### src/rtl/rv_mem_arbiter_if.sv
// Bus bundle between the core's fetch/data ports, the arbiter and the unified memory.
// The slave modport is the arbiter's view; master is the core plus memory side.
interface rv_mem_arbiter_if #(
    parameter int unsigned XLEN = 32
);
    // Instruction-fetch requester
    logic            i_arb_i_req;
    logic [XLEN-1:0] i_arb_i_addr;
    logic            o_arb_i_gnt;
    logic            o_arb_i_rvalid;
    logic [XLEN-1:0] o_arb_i_rdata;

    // Data requester
    logic            i_arb_d_req;
    logic            i_arb_d_we;
    logic [XLEN-1:0] i_arb_d_addr;
    logic [XLEN-1:0] i_arb_d_wdata;
    logic [2:0]      i_arb_d_bytectrl;
    logic            o_arb_d_gnt;
    logic            o_arb_d_rvalid;
    logic [XLEN-1:0] o_arb_d_rdata;

    // Memory side
    logic            o_arb_m_req;
    logic            o_arb_m_we;
    logic [XLEN-1:0] o_arb_m_addr;
    logic [XLEN-1:0] o_arb_m_wdata;
    logic [2:0]      o_arb_m_bytectrl;
    logic            i_arb_m_gnt;
    logic            i_arb_m_rvalid;
    logic [XLEN-1:0] i_arb_m_rdata;

    modport slave (
        input  i_arb_i_req,
        input  i_arb_i_addr,
        output o_arb_i_gnt,
        output o_arb_i_rvalid,
        output o_arb_i_rdata,
        input  i_arb_d_req,
        input  i_arb_d_we,
        input  i_arb_d_addr,
        input  i_arb_d_wdata,
        input  i_arb_d_bytectrl,
        output o_arb_d_gnt,
        output o_arb_d_rvalid,
        output o_arb_d_rdata,
        output o_arb_m_req,
        output o_arb_m_we,
        output o_arb_m_addr,
        output o_arb_m_wdata,
        output o_arb_m_bytectrl,
        input  i_arb_m_gnt,
        input  i_arb_m_rvalid,
        input  i_arb_m_rdata
    );

    modport master (
        output i_arb_i_req,
        output i_arb_i_addr,
        input  o_arb_i_gnt,
        input  o_arb_i_rvalid,
        input  o_arb_i_rdata,
        output i_arb_d_req,
        output i_arb_d_we,
        output i_arb_d_addr,
        output i_arb_d_wdata,
        output i_arb_d_bytectrl,
        input  o_arb_d_gnt,
        input  o_arb_d_rvalid,
        input  o_arb_d_rdata,
        input  o_arb_m_req,
        input  o_arb_m_we,
        input  o_arb_m_addr,
        input  o_arb_m_wdata,
        input  o_arb_m_bytectrl,
        output i_arb_m_gnt,
        output i_arb_m_rvalid,
        output i_arb_m_rdata
    );
endinterface

### src/rtl/rv_mem_arbiter.sv
// Fetch/data arbiter onto one single-port memory, one transaction outstanding.
// Data has fixed priority; a starvation counter forces a fetch through after STARVE_MAX data wins.
module rv_mem_arbiter #(
    parameter int unsigned XLEN       = 32,
    parameter int unsigned STARVE_MAX = 4
) (
    input logic              i_arb_clk,
    input logic              i_arb_rst,
    rv_mem_arbiter_if.slave  arb
);

    typedef enum logic [1:0] {
        StIdle,
        StIssue,
        StWait
    } state_e;

    localparam logic       OwnerI    = 1'b0;
    localparam logic       OwnerD    = 1'b1;
    localparam logic [2:0] WordSize  = 3'b010;
    localparam logic [3:0] StarveMax = 4'(STARVE_MAX);

    state_e          state_q, state_d;
    logic            owner_q, owner_d;
    logic [3:0]      starve_q, starve_d;
    logic            m_req_q, m_req_d;
    logic            m_we_q, m_we_d;
    logic [XLEN-1:0] m_addr_q, m_addr_d;
    logic [XLEN-1:0] m_wdata_q, m_wdata_d;
    logic [2:0]      m_bytectrl_q, m_bytectrl_d;

    logic any_req;
    logic win_i;
    logic arb_en;

    assign any_req = arb.i_arb_i_req | arb.i_arb_d_req;
    assign win_i   = arb.i_arb_i_req & (~arb.i_arb_d_req | (starve_q == StarveMax));

    always_comb begin
        state_d      = state_q;
        owner_d      = owner_q;
        starve_d     = starve_q;
        m_req_d      = m_req_q;
        m_we_d       = m_we_q;
        m_addr_d     = m_addr_q;
        m_wdata_d    = m_wdata_q;
        m_bytectrl_d = m_bytectrl_q;
        arb_en       = 1'b0;

        unique case (state_q)
            StIdle: begin
                arb_en = 1'b1;
            end
            StIssue: begin
                if (arb.i_arb_m_gnt) begin
                    state_d = StWait;
                    m_req_d = 1'b0;
                end
            end
            StWait: begin
                // Response cycle doubles as the next arbitration slot: no idle bubble.
                if (arb.i_arb_m_rvalid) begin
                    state_d = StIdle;
                    arb_en  = 1'b1;
                end
            end
            default: begin
                state_d = StIdle;
                m_req_d = 1'b0;
            end
        endcase

        if (arb_en && any_req) begin
            state_d = StIssue;
            m_req_d = 1'b1;
            if (win_i) begin
                owner_d      = OwnerI;
                starve_d     = 4'd0;
                m_we_d       = 1'b0;
                m_addr_d     = arb.i_arb_i_addr;
                m_wdata_d    = '0;
                m_bytectrl_d = WordSize;
            end else begin
                owner_d      = OwnerD;
                m_we_d       = arb.i_arb_d_we;
                m_addr_d     = arb.i_arb_d_addr;
                m_wdata_d    = arb.i_arb_d_wdata;
                m_bytectrl_d = arb.i_arb_d_bytectrl;
                // Only a data win over a waiting fetch counts toward starvation.
                if (arb.i_arb_i_req && (starve_q != StarveMax)) begin
                    starve_d = starve_q + 4'd1;
                end
            end
        end
    end

    always_ff @(posedge i_arb_clk) begin
        if (i_arb_rst) begin
            state_q      <= StIdle;
            owner_q      <= OwnerI;
            starve_q     <= 4'd0;
            m_req_q      <= 1'b0;
            m_we_q       <= 1'b0;
            m_addr_q     <= '0;
            m_wdata_q    <= '0;
            m_bytectrl_q <= 3'b000;
        end else begin
            state_q      <= state_d;
            owner_q      <= owner_d;
            starve_q     <= starve_d;
            m_req_q      <= m_req_d;
            m_we_q       <= m_we_d;
            m_addr_q     <= m_addr_d;
            m_wdata_q    <= m_wdata_d;
            m_bytectrl_q <= m_bytectrl_d;
        end
    end

    assign arb.o_arb_m_req      = m_req_q;
    assign arb.o_arb_m_we       = m_we_q;
    assign arb.o_arb_m_addr     = m_addr_q;
    assign arb.o_arb_m_wdata    = m_wdata_q;
    assign arb.o_arb_m_bytectrl = m_bytectrl_q;

    // Handshake pulses are decoded from state and owner, coincident with the memory strobes.
    assign arb.o_arb_i_gnt    = (state_q == StIssue) & arb.i_arb_m_gnt & (owner_q == OwnerI);
    assign arb.o_arb_d_gnt    = (state_q == StIssue) & arb.i_arb_m_gnt & (owner_q == OwnerD);
    assign arb.o_arb_i_rvalid = (state_q == StWait) & arb.i_arb_m_rvalid & (owner_q == OwnerI);
    assign arb.o_arb_d_rvalid = (state_q == StWait) & arb.i_arb_m_rvalid & (owner_q == OwnerD);

    assign arb.o_arb_i_rdata = arb.i_arb_m_rdata;
    assign arb.o_arb_d_rdata = arb.i_arb_m_rdata;

endmodule

### src/flat_wrapper.sv
// flat-port wrapper written by rule: the top's interface ports become plain ports
module rv_mem_arbiter_flat 
#(
    parameter int unsigned XLEN       = 32,
    parameter int unsigned STARVE_MAX = 4
)
  (i_arb_clk, i_arb_rst, arb_i_arb_i_req, arb_i_arb_i_addr, arb_o_arb_i_gnt, arb_o_arb_i_rvalid, arb_o_arb_i_rdata, arb_i_arb_d_req, arb_i_arb_d_we, arb_i_arb_d_addr, arb_i_arb_d_wdata, arb_i_arb_d_bytectrl, arb_o_arb_d_gnt, arb_o_arb_d_rvalid, arb_o_arb_d_rdata, arb_o_arb_m_req, arb_o_arb_m_we, arb_o_arb_m_addr, arb_o_arb_m_wdata, arb_o_arb_m_bytectrl, arb_i_arb_m_gnt, arb_i_arb_m_rvalid, arb_i_arb_m_rdata);
  rv_mem_arbiter_if #(.XLEN(XLEN)) arb_i ();
  input logic i_arb_clk;
  input logic i_arb_rst;
  input wire logic [$bits(arb_i.i_arb_i_req)-1:0] arb_i_arb_i_req;
  input wire logic [$bits(arb_i.i_arb_i_addr)-1:0] arb_i_arb_i_addr;
  output wire logic [$bits(arb_i.o_arb_i_gnt)-1:0] arb_o_arb_i_gnt;
  output wire logic [$bits(arb_i.o_arb_i_rvalid)-1:0] arb_o_arb_i_rvalid;
  output wire logic [$bits(arb_i.o_arb_i_rdata)-1:0] arb_o_arb_i_rdata;
  input wire logic [$bits(arb_i.i_arb_d_req)-1:0] arb_i_arb_d_req;
  input wire logic [$bits(arb_i.i_arb_d_we)-1:0] arb_i_arb_d_we;
  input wire logic [$bits(arb_i.i_arb_d_addr)-1:0] arb_i_arb_d_addr;
  input wire logic [$bits(arb_i.i_arb_d_wdata)-1:0] arb_i_arb_d_wdata;
  input wire logic [$bits(arb_i.i_arb_d_bytectrl)-1:0] arb_i_arb_d_bytectrl;
  output wire logic [$bits(arb_i.o_arb_d_gnt)-1:0] arb_o_arb_d_gnt;
  output wire logic [$bits(arb_i.o_arb_d_rvalid)-1:0] arb_o_arb_d_rvalid;
  output wire logic [$bits(arb_i.o_arb_d_rdata)-1:0] arb_o_arb_d_rdata;
  output wire logic [$bits(arb_i.o_arb_m_req)-1:0] arb_o_arb_m_req;
  output wire logic [$bits(arb_i.o_arb_m_we)-1:0] arb_o_arb_m_we;
  output wire logic [$bits(arb_i.o_arb_m_addr)-1:0] arb_o_arb_m_addr;
  output wire logic [$bits(arb_i.o_arb_m_wdata)-1:0] arb_o_arb_m_wdata;
  output wire logic [$bits(arb_i.o_arb_m_bytectrl)-1:0] arb_o_arb_m_bytectrl;
  input wire logic [$bits(arb_i.i_arb_m_gnt)-1:0] arb_i_arb_m_gnt;
  input wire logic [$bits(arb_i.i_arb_m_rvalid)-1:0] arb_i_arb_m_rvalid;
  input wire logic [$bits(arb_i.i_arb_m_rdata)-1:0] arb_i_arb_m_rdata;
  assign arb_i.i_arb_i_req = arb_i_arb_i_req;
  assign arb_i.i_arb_i_addr = arb_i_arb_i_addr;
  assign arb_o_arb_i_gnt = arb_i.o_arb_i_gnt;
  assign arb_o_arb_i_rvalid = arb_i.o_arb_i_rvalid;
  assign arb_o_arb_i_rdata = arb_i.o_arb_i_rdata;
  assign arb_i.i_arb_d_req = arb_i_arb_d_req;
  assign arb_i.i_arb_d_we = arb_i_arb_d_we;
  assign arb_i.i_arb_d_addr = arb_i_arb_d_addr;
  assign arb_i.i_arb_d_wdata = arb_i_arb_d_wdata;
  assign arb_i.i_arb_d_bytectrl = arb_i_arb_d_bytectrl;
  assign arb_o_arb_d_gnt = arb_i.o_arb_d_gnt;
  assign arb_o_arb_d_rvalid = arb_i.o_arb_d_rvalid;
  assign arb_o_arb_d_rdata = arb_i.o_arb_d_rdata;
  assign arb_o_arb_m_req = arb_i.o_arb_m_req;
  assign arb_o_arb_m_we = arb_i.o_arb_m_we;
  assign arb_o_arb_m_addr = arb_i.o_arb_m_addr;
  assign arb_o_arb_m_wdata = arb_i.o_arb_m_wdata;
  assign arb_o_arb_m_bytectrl = arb_i.o_arb_m_bytectrl;
  assign arb_i.i_arb_m_gnt = arb_i_arb_m_gnt;
  assign arb_i.i_arb_m_rvalid = arb_i_arb_m_rvalid;
  assign arb_i.i_arb_m_rdata = arb_i_arb_m_rdata;
  rv_mem_arbiter #(.XLEN(XLEN), .STARVE_MAX(STARVE_MAX)) u_core (.i_arb_clk(i_arb_clk), .i_arb_rst(i_arb_rst), .arb(arb_i));
endmodule
### config.mk
export PLATFORM = sky130hd
export DESIGN_NAME = rv_mem_arbiter_flat
export DESIGN_NICKNAME = d
export VERILOG_FILES = /design/src/rtl/rv_mem_arbiter_if.sv /design/src/rtl/rv_mem_arbiter.sv /design/src/flat_wrapper.sv
export SDC_FILE = /design/constraint.sdc
export NUM_CORES = 1
export LEC_CHECK = 0
export BUFFER_PORTS_ARGS = -buffer_cell sky130_fd_sc_hd__buf_2
export CAP_MARGIN = 20
export CORE_MARGIN = 8
export CORE_UTILIZATION = 36
export DETAILED_ROUTE_END_ITERATION = 7
export GPL_TIMING_DRIVEN = 0
export PLACE_DENSITY_LB_ADDON = 0.15
export SKIP_LAST_GASP = 1
export SYNTH_ARGS = -nofsm -noshare
export SYNTH_HDL_FRONTEND = slang
export SYNTH_SLANG_ARGS = --single-unit
### constraint.sdc
create_clock -name i_arb_clk -period 1.55 [get_ports i_arb_clk]
set_input_delay 0.0775 -clock i_arb_clk [delete_from_list [all_inputs] [get_ports i_arb_clk]]
set_output_delay 0.0775 -clock i_arb_clk [all_outputs]
set_load 0.1 [all_outputs]
==> results of run 1 <==
## power groups by stage
stage / Clock, mW / Combinational [mW] / Sequential, mW
finish: 1.84 / 3.30 / 2.22
global route: 1.97 / 3.43 / 2.24
CTS: 1.88 / 3.20 / 2.21
detailed placement: 0 / 3.01 / 2.25
global placement: 0 / 2.99 / 2.25
floorplan: 0 / 1.29 / 3.43
## routing by layer
layer  GRT usage  share of wire  up-vias
met1      0.2098           0.39     1988
met2      0.3448           0.50      205
li1            -              -     2147
met3     0.05688          0.093       23
met4      0.1003          0.021        0
met5           0              0        -
## worst reg2reg max path: cells and delay by family, from the launching register on
kind	cells	cell delay [ns]
and+or+nand+nor	2	0.50
DFF	1	0.35
buffers and inverters	2	0.30
AOI/OAI and AO/OA	2	0.25
## per-stage QoR
stage                     hold slack [ns]  cells  instance area (sq um)  utilization
after floorplan                    0.2186    462                   3641            -
after CTS                         0.01087    925                   6102       0.6243
final                             0.02926    927                   6344       0.6490
after global routing              0.04295    927                   6344       0.6490
after detailed placement           0.3326    836                   5014       0.5129
after global placement             0.3244    836                   5014       0.5129
## layout make-up
| type | count | area (sq um) | share of cell area |
|---|---|---|---|
| timing repair buffer | 317 | 1988 | 0.3134 |
| clock buffer | 10 | 127.6 | 0.02012 |
| inverter | 3 | 11.26 | 0.001775 |
| clock inverter | 6 | 112.6 | 0.01775 |
| tap | 133 | 166.4 | 0.02623 |
| multi-input combinational | 284 | 1647 | 0.2596 |
| sequential | 76 | 1526 | 0.2406 |
| antenna | 1 | 2.502 | 0.0003945 |
| buffer | 97 | 762.0 | 0.1201 |
## cells in the final DEF (no fill, tap or decap), types with 3 or more instances in the layout
cell             n
buf_6           10
bufinv_16        3
buf_2          243
a211oi_2        11
dfxtp_2          4
clkbuf_8         9
nor2_1          39
clkbuf_2         3
nand3_1         39
buf_4           73
a21oi_1         48
a21oi_2         20
clkbuf_1         9
a21oi_4          3
nor2b_1          3
a211oi_1        21
nor3_2           3
dfxtp_1         72
dlygate4sd3_1   68
nand2_1         74
buf_8            5
## timing repair
action                                  4_1_cts  5_1_grt
endpoints found under the setup margin       70       72
hold endpoints to repair                     68        0
pin swaps                                    11        4
gates resized for setup                      39       60
hold buffers                                 68        0
gates cloned                                  1        1
buffers inserted                              4        3
## cells by family (layout without fill, tap and decap cells)
| group | count (synthesis) | after routing | share of synthesized area |
|---|---|---|---|
| and+or+nand+nor | 175 | 175 | 0.2154 |
| AOI/OAI and AO/OA | 107 | 107 | 0.1733 |
| buffers and inverters | 102 | 433 | 0.1854 |
| DFF | 76 | 76 | 0.4190 |
| adders and majority gates | 2 | 2 | 0.006891 |
| other | 0 | 1 | 0 |
## final timing paths
check / from / end / slack [ns]
worst max register to register: u_core.state_q[1] / u_core.arb.o_arb_m_addr[2] / 0.02
worst min-delay path: arb_i_arb_d_bytectrl[1] / u_core.arb.o_arb_m_bytectrl[1] / 0.03
worst max-delay path: u_core.state_q[1] / u_core.arb.o_arb_m_addr[2] / 0.02
worst min register to register: u_core.arb.o_arb_m_wdata[25] / u_core.arb.o_arb_m_wdata[25] / 0.46
## cells in the mapped netlist
master,number,area share
nor3_1,5,0.0069
and2_1,3,0.0052
a221oi_2,1,0.0041
ha_1,2,0.0069
buf_2,13,0.018
clkbuf_1,15,0.016
nand3_1,39,0.054
buf_6,2,0.0062
nor3b_1,1,0.0021
o21ai_0,1,0.0014
o21a_1,1,0.0021
nor3_4,1,0.0045
or4_1,1,0.0021
nor2_1,39,0.040
nand4b_1,2,0.0048
or3_1,1,0.0017
nand2_1,75,0.078
inv_1,3,0.0031
nor2b_1,3,0.0052
nor2b_4,1,0.0038
a31oi_1,1,0.0017
nand3b_1,2,0.0041
buf_4,69,0.14
a21oi_1,71,0.098
dfxtp_1,76,0.42
a211oi_1,32,0.066
nand2b_1,2,0.0034
## registers in the layout, summed over array words and instances, names as in the netlist
name,cells
u_core.arb.o_arb_m_addr,32
u_core.arb.o_arb_m_req,1
u_core.starve_q,4
u_core.arb.o_arb_m_we,1
u_core.arb.o_arb_m_wdata,32
u_core.state_q,2
u_core.owner_q,1
u_core.arb.o_arb_m_bytectrl,3
==> impl_metrics.tcl, run 1 <==
set metrics [dict create \
    crit_arrival_ns 1.75 \
    p_sw_mw 3.369 \
    synthesis.area_sq_um 3631 \
    synth.distinct_cells 27 \
    syn_avg_cell_area_sq_um 7.859 \
    drt_pre_antenna_iters 5 \
    die_h_microns 116.4 \
    switching_share 0.4579 \
    status "completed" \
    grt_pass1_wl_microns 21030 \
    place_congestion 0.8002 \
    slowest_delay_ns 0.36 \
    clock_latency_ns 0.35 \
    ys_seq_elements 76 \
    setup_tns_ns 0 \
    cp.required_ns 1.77 \
    synthCells 462 \
    p_int_mw 3.988 \
    cts.sinks 76 \
    crit_type "reg -> reg" \
    cp_common_cell "buf_6" \
    hpwl_microns 10010 \
    hold_violations 0 \
    preCtsSetupSlack_ns -0.2272 \
    hold_path.class "in -> reg" \
    dieArea_sq_um 13560 \
    cp_max_fo 10 \
    rsz0062_at_grt "true" \
    io-pin-count 275 \
    setup_slack_ns 0.02220 \
    grt_pass1_vias 4416 \
    ant_nets 0 \
    wl_per_cell_microns 15.25 \
    ys_warn_count 0 \
    p_seq_frac 0.302 \
    slew_headroom 0.6035 \
    worst_pin_slew_ns 0.5948 \
    start_util 0.3715 \
    totalWireLength_microns 14140 \
    num-nets-final 928 \
    cts_tree "built" \
    htreeDepth 3 \
    period_minus_slack_ns 1.528 \
    setup_violations 0 \
    drc 0 \
    cp_cell_sequence "nor2b_4 > or3_1 > buf_6 > buf_6 > a21oi_1 > a211oi_2" \
    syn_to_final_growth_pct 74.71 \
    slew_viol_final 0 \
    yosysSeqAreaShare 0.4190 \
    fin_worst_skew_ns 0.009139 \
    vias 4363 \
    critPathSlowestCell "or3_1" \
    grt_max_degree 14 \
    cts_root_buf "clkbuf_8" \
    clkPwrFrac 0.250 \
    leakage_nw 3.034 \
    layout-drive-gt1-share 0.5069 \
    cap_violations 0 \
    path_clk_slew_ns 0.08 \
    nFillCells 822 \
    grt-ovfl-total 0 \
    critPathBufInv 2 \
    r2r_cells 6 \
    vias_per_cell 4.707 \
    drt_iter0_drc 264 \
    holdPathStages 3 \
    power_frac_comb 0.448 \
    numCtsBuffers 9 \
    cp.depth 6 \
    core-area_sq_um 9774 \
    crit_family "simple AND/OR/NAND/NOR gates" \
    clockBufferDepth 2 \
    max_freq_ghz 0.6545 \
    port_buffers 241 \
    period_share 0.9857 \
    vdd_ir_drop_max_v 0.0006319 \
    finalPower_mw 7.357 \
    placement_rows 36 \
    grt_usage 0.1961 \
    antenna_found_initial 1 \
    end_kind "flop" \
    fp.dieW_microns 116.4 \
    syn_nets 602 \
    p_per_area_nw_per_um2 1160 \
    start_kind "flop" \
]
No activity file was read; power rests on OpenSTA's default activity.
==> run 2, diff against run 1 <==
RECOVER_POWER = 25   (was default)
==> impl_metrics.tcl, run 2 (synthesis gave the netlist of run 1 again) <==
set metrics [dict create \
    status "completed" \
    setup_violations 0 \
    critPathBufInv 2 \
    antenna_found_initial 1 \
    grt_pass1_wl_microns 21030 \
    drc 0 \
    vias 4348 \
    slew_headroom 0.2190 \
    cp_max_fo 10 \
    leakage_nw 2.927 \
    cp.required_ns 1.77 \
    totalWireLength_microns 14130 \
    end_kind "flop" \
    mostFrequentLayoutCells "204 x buf_2, 74 x nand2_1, 73 x buf_4" \
    hold_violations 0 \
    seq_area_sq_um 1526 \
    crit_arrival_ns 1.74 \
    period_share 0.9836 \
    hpwl_microns 10010 \
    r2r_cells 6 \
    nFillCells 840 \
    fp.dieW_microns 116.4 \
    finalPower_mw 7.339 \
    period_minus_slack_ns 1.525 \
    min_from "arb_i_arb_d_bytectrl[1]" \
    fin_worst_skew_ns 0.009319 \
    io-pin-count 275 \
    syn_to_final_growth_pct 73.36 \
    drt_pre_antenna_iters 4 \
    grt_pass1_vias 4416 \
    worst_pin_slew_ns 1.177 \
    cts_root_buf "clkbuf_8" \
    vias_per_cell 4.690 \
    core-area_sq_um 9774 \
    final_common_cell "buf_2" \
    cts_tree "built" \
    wl_per_cell_microns 15.24 \
    cp_common_cell "buf_6" \
    rrSetupSlack_ns 0.03 \
    holdPathStages 3 \
    cp_cell_sequence "nor2b_4 > or3_1 > buf_6 > buf_6 > a21oi_1 > a211oi_2" \
    cts.sinks 76 \
    p_per_area_nw_per_um2 1166 \
    setup_tns_ns 0 \
    die_h_microns 116.4 \
    max_freq_ghz 0.6559 \
    num-nets-final 928 \
    slowest_delay_ns 0.36 \
    crit_family "simple AND/OR/NAND/NOR gates" \
    layout-drive-gt1-share 0.4578 \
    clockBufferDepth 2 \
    cp.depth 6 \
    multi_input_area_sq_um 1647 \
    grt_max_degree 14 \
    r2r-end "u_core.arb.o_arb_m_addr[2]" \
    start_kind "flop" \
    htreeDepth 3 \
    worstHoldEndpoint "u_core.arb.o_arb_m_bytectrl[1]" \
    grt_usage 0.1961 \
    dieArea_sq_um 13560 \
    clock_latency_ns 0.35 \
    critPathSlowestCell "or3_1" \
    hold_path.class "in -> reg" \
    start_util 0.3715 \
    drt_iter0_drc 267 \
    ant_nets 0 \
    cap_violations 0 \
    timing.rr.start "u_core.state_q[1]" \
    numCtsBuffers 9 \
    slew_viol_final 0 \
    grt-ovfl-total 0 \
    vdd_ir_drop_max_v 0.0006262 \
    crit_type "reg -> reg" \
    rsz0062_at_grt "true" \
    placement_rows 36 \
    path_clk_slew_ns 0.08 \
    place_congestion 0.8002 \
    port_buffers 241 \
]
-- run 2: cell types whose count changed in the layout (fill, tap and decap cells not counted) --
cell and delta:
clkbuf_1 +39, buf_2 -39
-- run 2: stage by stage --
| step | instances | instance area [sq um] | hold slack [ns] | worst slack [ns] | utilization |
|---|---|---|---|---|---|
| floorplan | 462 | 3641 | 0.2186 | -0.3933 | - |
| global route | 927 | 6295 | 0.04295 | -0.06110 | 0.6440 |
| detailed placement | 836 | 5014 | 0.3326 | -0.2272 | 0.5129 |
| CTS | 925 | 6102 | 0.01087 | -0.004164 | 0.6243 |
| global placement | 836 | 5014 | 0.3244 | -0.1984 | 0.5129 |
| finish | 927 | 6295 | 0.03219 | 0.02549 | 0.6440 |
-- run 2: what timing repair did --
action	4_1_cts	5_1_grt
gates cloned	1	1
resized for setup	39	60
pin swaps	11	4
setup buffers	4	3
endpoints found under the hold margin	68	0
hold buffers	68	0
endpoints found under the setup margin	70	72
-- run 2: worst max-delay path by stage --
stage / to / from / slack (ns)
after CTS: u_core.arb.o_arb_m_addr[22] / u_core.starve_q[0] / -0.004
after global placement: u_core.arb.o_arb_m_addr[23] / u_core.starve_q[0] / -0.20
after detailed placement: u_core.arb.o_arb_m_addr[22] / u_core.starve_q[0] / -0.23
after floorplan: arb_o_arb_d_gnt / u_core.state_q[0] / -0.39
after global routing: u_core.arb.o_arb_m_wdata[17] / u_core.starve_q[0] / -0.06
final: u_core.arb.o_arb_m_addr[2] / u_core.state_q[1] / 0.03
-- run 2: final cells by class --
cell class | count | area share
Sequential cell | 76 | 0.2425
Clock inverter | 6 | 0.01789
Timing Repair Buffer | 317 | 0.3081
Inverter | 3 | 0.001789
Clock buffer | 10 | 0.02027
Buffer | 97 | 0.1210
Multi-Input combinational cell | 284 | 0.2616
Tap cell | 133 | 0.02644
Antenna cell | 1 | 0.0003975
-- run 2: worst min-delay path, cell delays in order --
cell	delay [ns]
buf_2	0.09
nor3_2	0.03
nor3_1	0.14
-- run 2: report_power, final --
group	total [mW]	internal, mW	switching [mW]
Combinational	3.28	0.772	2.51
Sequential	2.22	2.13	0.0924
Clock	1.84	1.07	0.763
-- run 2: per-layer routing --
metal	up-vias	share of wire	track usage
li1	2147	-	-
met1	1980	0.39	0.2098
met2	193	0.50	0.3448
met3	28	0.088	0.05688
met4	0	0.025	0.1003
met5	-	0	0
==> run 3, diff against run 2 <==
CELL_PAD_IN_SITES_DETAIL_PLACEMENT = 1   (was default)
CELL_PAD_IN_SITES_GLOBAL_PLACEMENT = 2   (was default)
CORE_UTILIZATION = 18   (was 36)
==> impl_metrics.tcl, run 3 (synthesis gave the netlist of run 1 again) <==
set metrics [dict create \
    nFillCells 2463 \
    slowest_delay_ns 0.51 \
    mostFrequentLayoutCells "205 x buf_2, 78 x buf_4, 74 x nand2_1" \
    dpl.cell_count 973 \
    final_core_util 0.3428 \
    layout-drive-gt1-share 0.5069 \
    preCtsSetupSlack_ns -0.4373 \
    worst_pin_slew_ns 1.189 \
    hold_path.class "in -> reg" \
    finalPower_mw 7.866 \
    slew_viol_final 0 \
    cp_cell_sequence "inv_2 > ha_4 > buf_4 > nand3b_1 > nand2_1 > or4_1 > a31oi_1" \
    n_antenna_cell 0 \
    cap_violations 0 \
    antenna_found_initial 2 \
    place_congestion 0.7281 \
    core-area_sq_um 20040 \
    period_share 0.9993 \
    setup_slack_ns 0.001117 \
    p_per_area_nw_per_um2 1145 \
    crit_family "simple AND/OR/NAND/NOR gates" \
    cts_root_buf "clkbuf_16" \
    io-pin-count 275 \
    slew_headroom 0.2107 \
    leakage_nw 3.062 \
    drt_iter0_drc 115 \
    start_kind "flop" \
    start_util 0.1812 \
    fp.dieW_microns 158.0 \
    dieArea_sq_um 24970 \
    vdd_ir_drop_max_v 0.0004674 \
    whs_ns 0.02834 \
    clock_latency_ns 0.34 \
    cts.sinks 76 \
    vias_per_cell 4.112 \
    grt_max_degree 15 \
    grt-ovfl-total 0 \
    cts_tree "built" \
    vias 4404 \
    htreeDepth 3 \
    ant_nets 0 \
    grt_pass1_wl_microns 25760 \
    grt_pass1_vias 4848 \
    setup_violations 0 \
    period_minus_slack_ns 1.549 \
    grt_usage 0.1322 \
    numCtsBuffers 9 \
    wl_per_cell_microns 16.26 \
    syn_to_final_growth_pct 89.21 \
    critPathBufInv 2 \
    status "completed" \
    cp_max_fo 3 \
    end_kind "flop" \
    totalWireLength_microns 17410 \
    drt_pre_antenna_iters 4 \
    critPathSlowestCell "or4_1" \
    final_common_cell "buf_2" \
    hold_violations 0 \
    cp.required_ns 1.82 \
    clockBufferDepth 2 \
    rsz0062_at_grt "true" \
    path_clk_slew_ns 0.06 \
    max_freq_ghz 0.6456 \
    fin_worst_skew_ns 0.003566 \
    die_h_microns 158.0 \
    placement_rows 52 \
    hpwl_microns 12900 \
    crit_arrival_ns 1.82 \
    crit_type "reg -> reg" \
    instances_no_fill 1071 \
    drc 0 \
    num-nets-final 936 \
    port_buffers 241 \
]
## run 3: cell count changes in the layout (fill, tap and decap cells not counted), sizes merged
cell         delta
dlygate4sd3     -1
clkinv          +2
buf            +10
clkbuf          -2
bufinv          -2
clkinvlp        +1
diode           -1
## run 3: area by class of cell
class                   instances  area [sq um]  share of cell area
well taps                     270         337.8             0.04917
plain buffers                  97         790.8              0.1151
clock buffers                   9         225.2             0.03278
repair buffers                325          2044              0.2976
flip-flops and latches         76          1529              0.2225
multi-input cells             284          1854              0.2699
clock inverters                 7         77.57             0.01129
inverters                       3         11.26            0.001639
## run 3: metal layers
layer,share of wire,wire length [microns],vias up,global-route usage
met4,0.0072,125,4,0.02919
met2,0.49,8592,162,0.2318
met5,0.0011,20,-,0
met1,0.40,6954,2059,0.1437
met3,0.099,1721,13,0.05979
li1,-,-,2166,-
## run 3: through the flow
| step | cell area, sq um | TNS [ns] |
|---|---|---|
| global placement | 5185 | -16.14 |
| floorplan | 3641 | -1.145 |
| finish | 6870 | 0 |
| global route | 6870 | -2.801 |
| CTS | 6386 | -0.7618 |
| detailed placement | 5185 | -20.51 |
## run 3: path summary, 6_finish.rpt
path	from	endpoint	slack, ns	depth (start not counted)
worst max-delay path	u_core.starve_q[0]	u_core.starve_q[3]	0.001	7
worst min-delay path	arb_i_arb_m_gnt	u_core.state_q[0]	0.03	4
worst max register to register	u_core.starve_q[0]	u_core.starve_q[3]	0.001	7
worst min register to register	u_core.arb.o_arb_m_wdata[17]	u_core.arb.o_arb_m_wdata[17]	0.45	2
## run 3: repair_timing
item | in CTS | in global routing
endpoints found under the hold margin | 67 | 0
endpoints found under the setup margin | 73 | 71
pin swaps | 11 | 38
resized for setup | 51 | 100
gates cloned | 2 | 2
hold buffers | 67 | 0
buffers inserted | 6 | 7
## run 3: worst reg2reg max path, cell delays in order, from the launching register on
cell and delay [ns]:
dfxtp_2 0.34, inv_2 0.05, ha_4 0.16, buf_4 0.12
nand3b_1 0.08, nand2_1 0.09, or4_1 0.51, a31oi_1 0.13
## run 3: report_power, final
group	total, mW	internal [mW]	switching [mW]
Sequential	2.23	2.13	0.0975
Clock	2.18	1.26	0.923
Combinational	3.46	0.845	2.62
Total	7.87	4.23	3.64
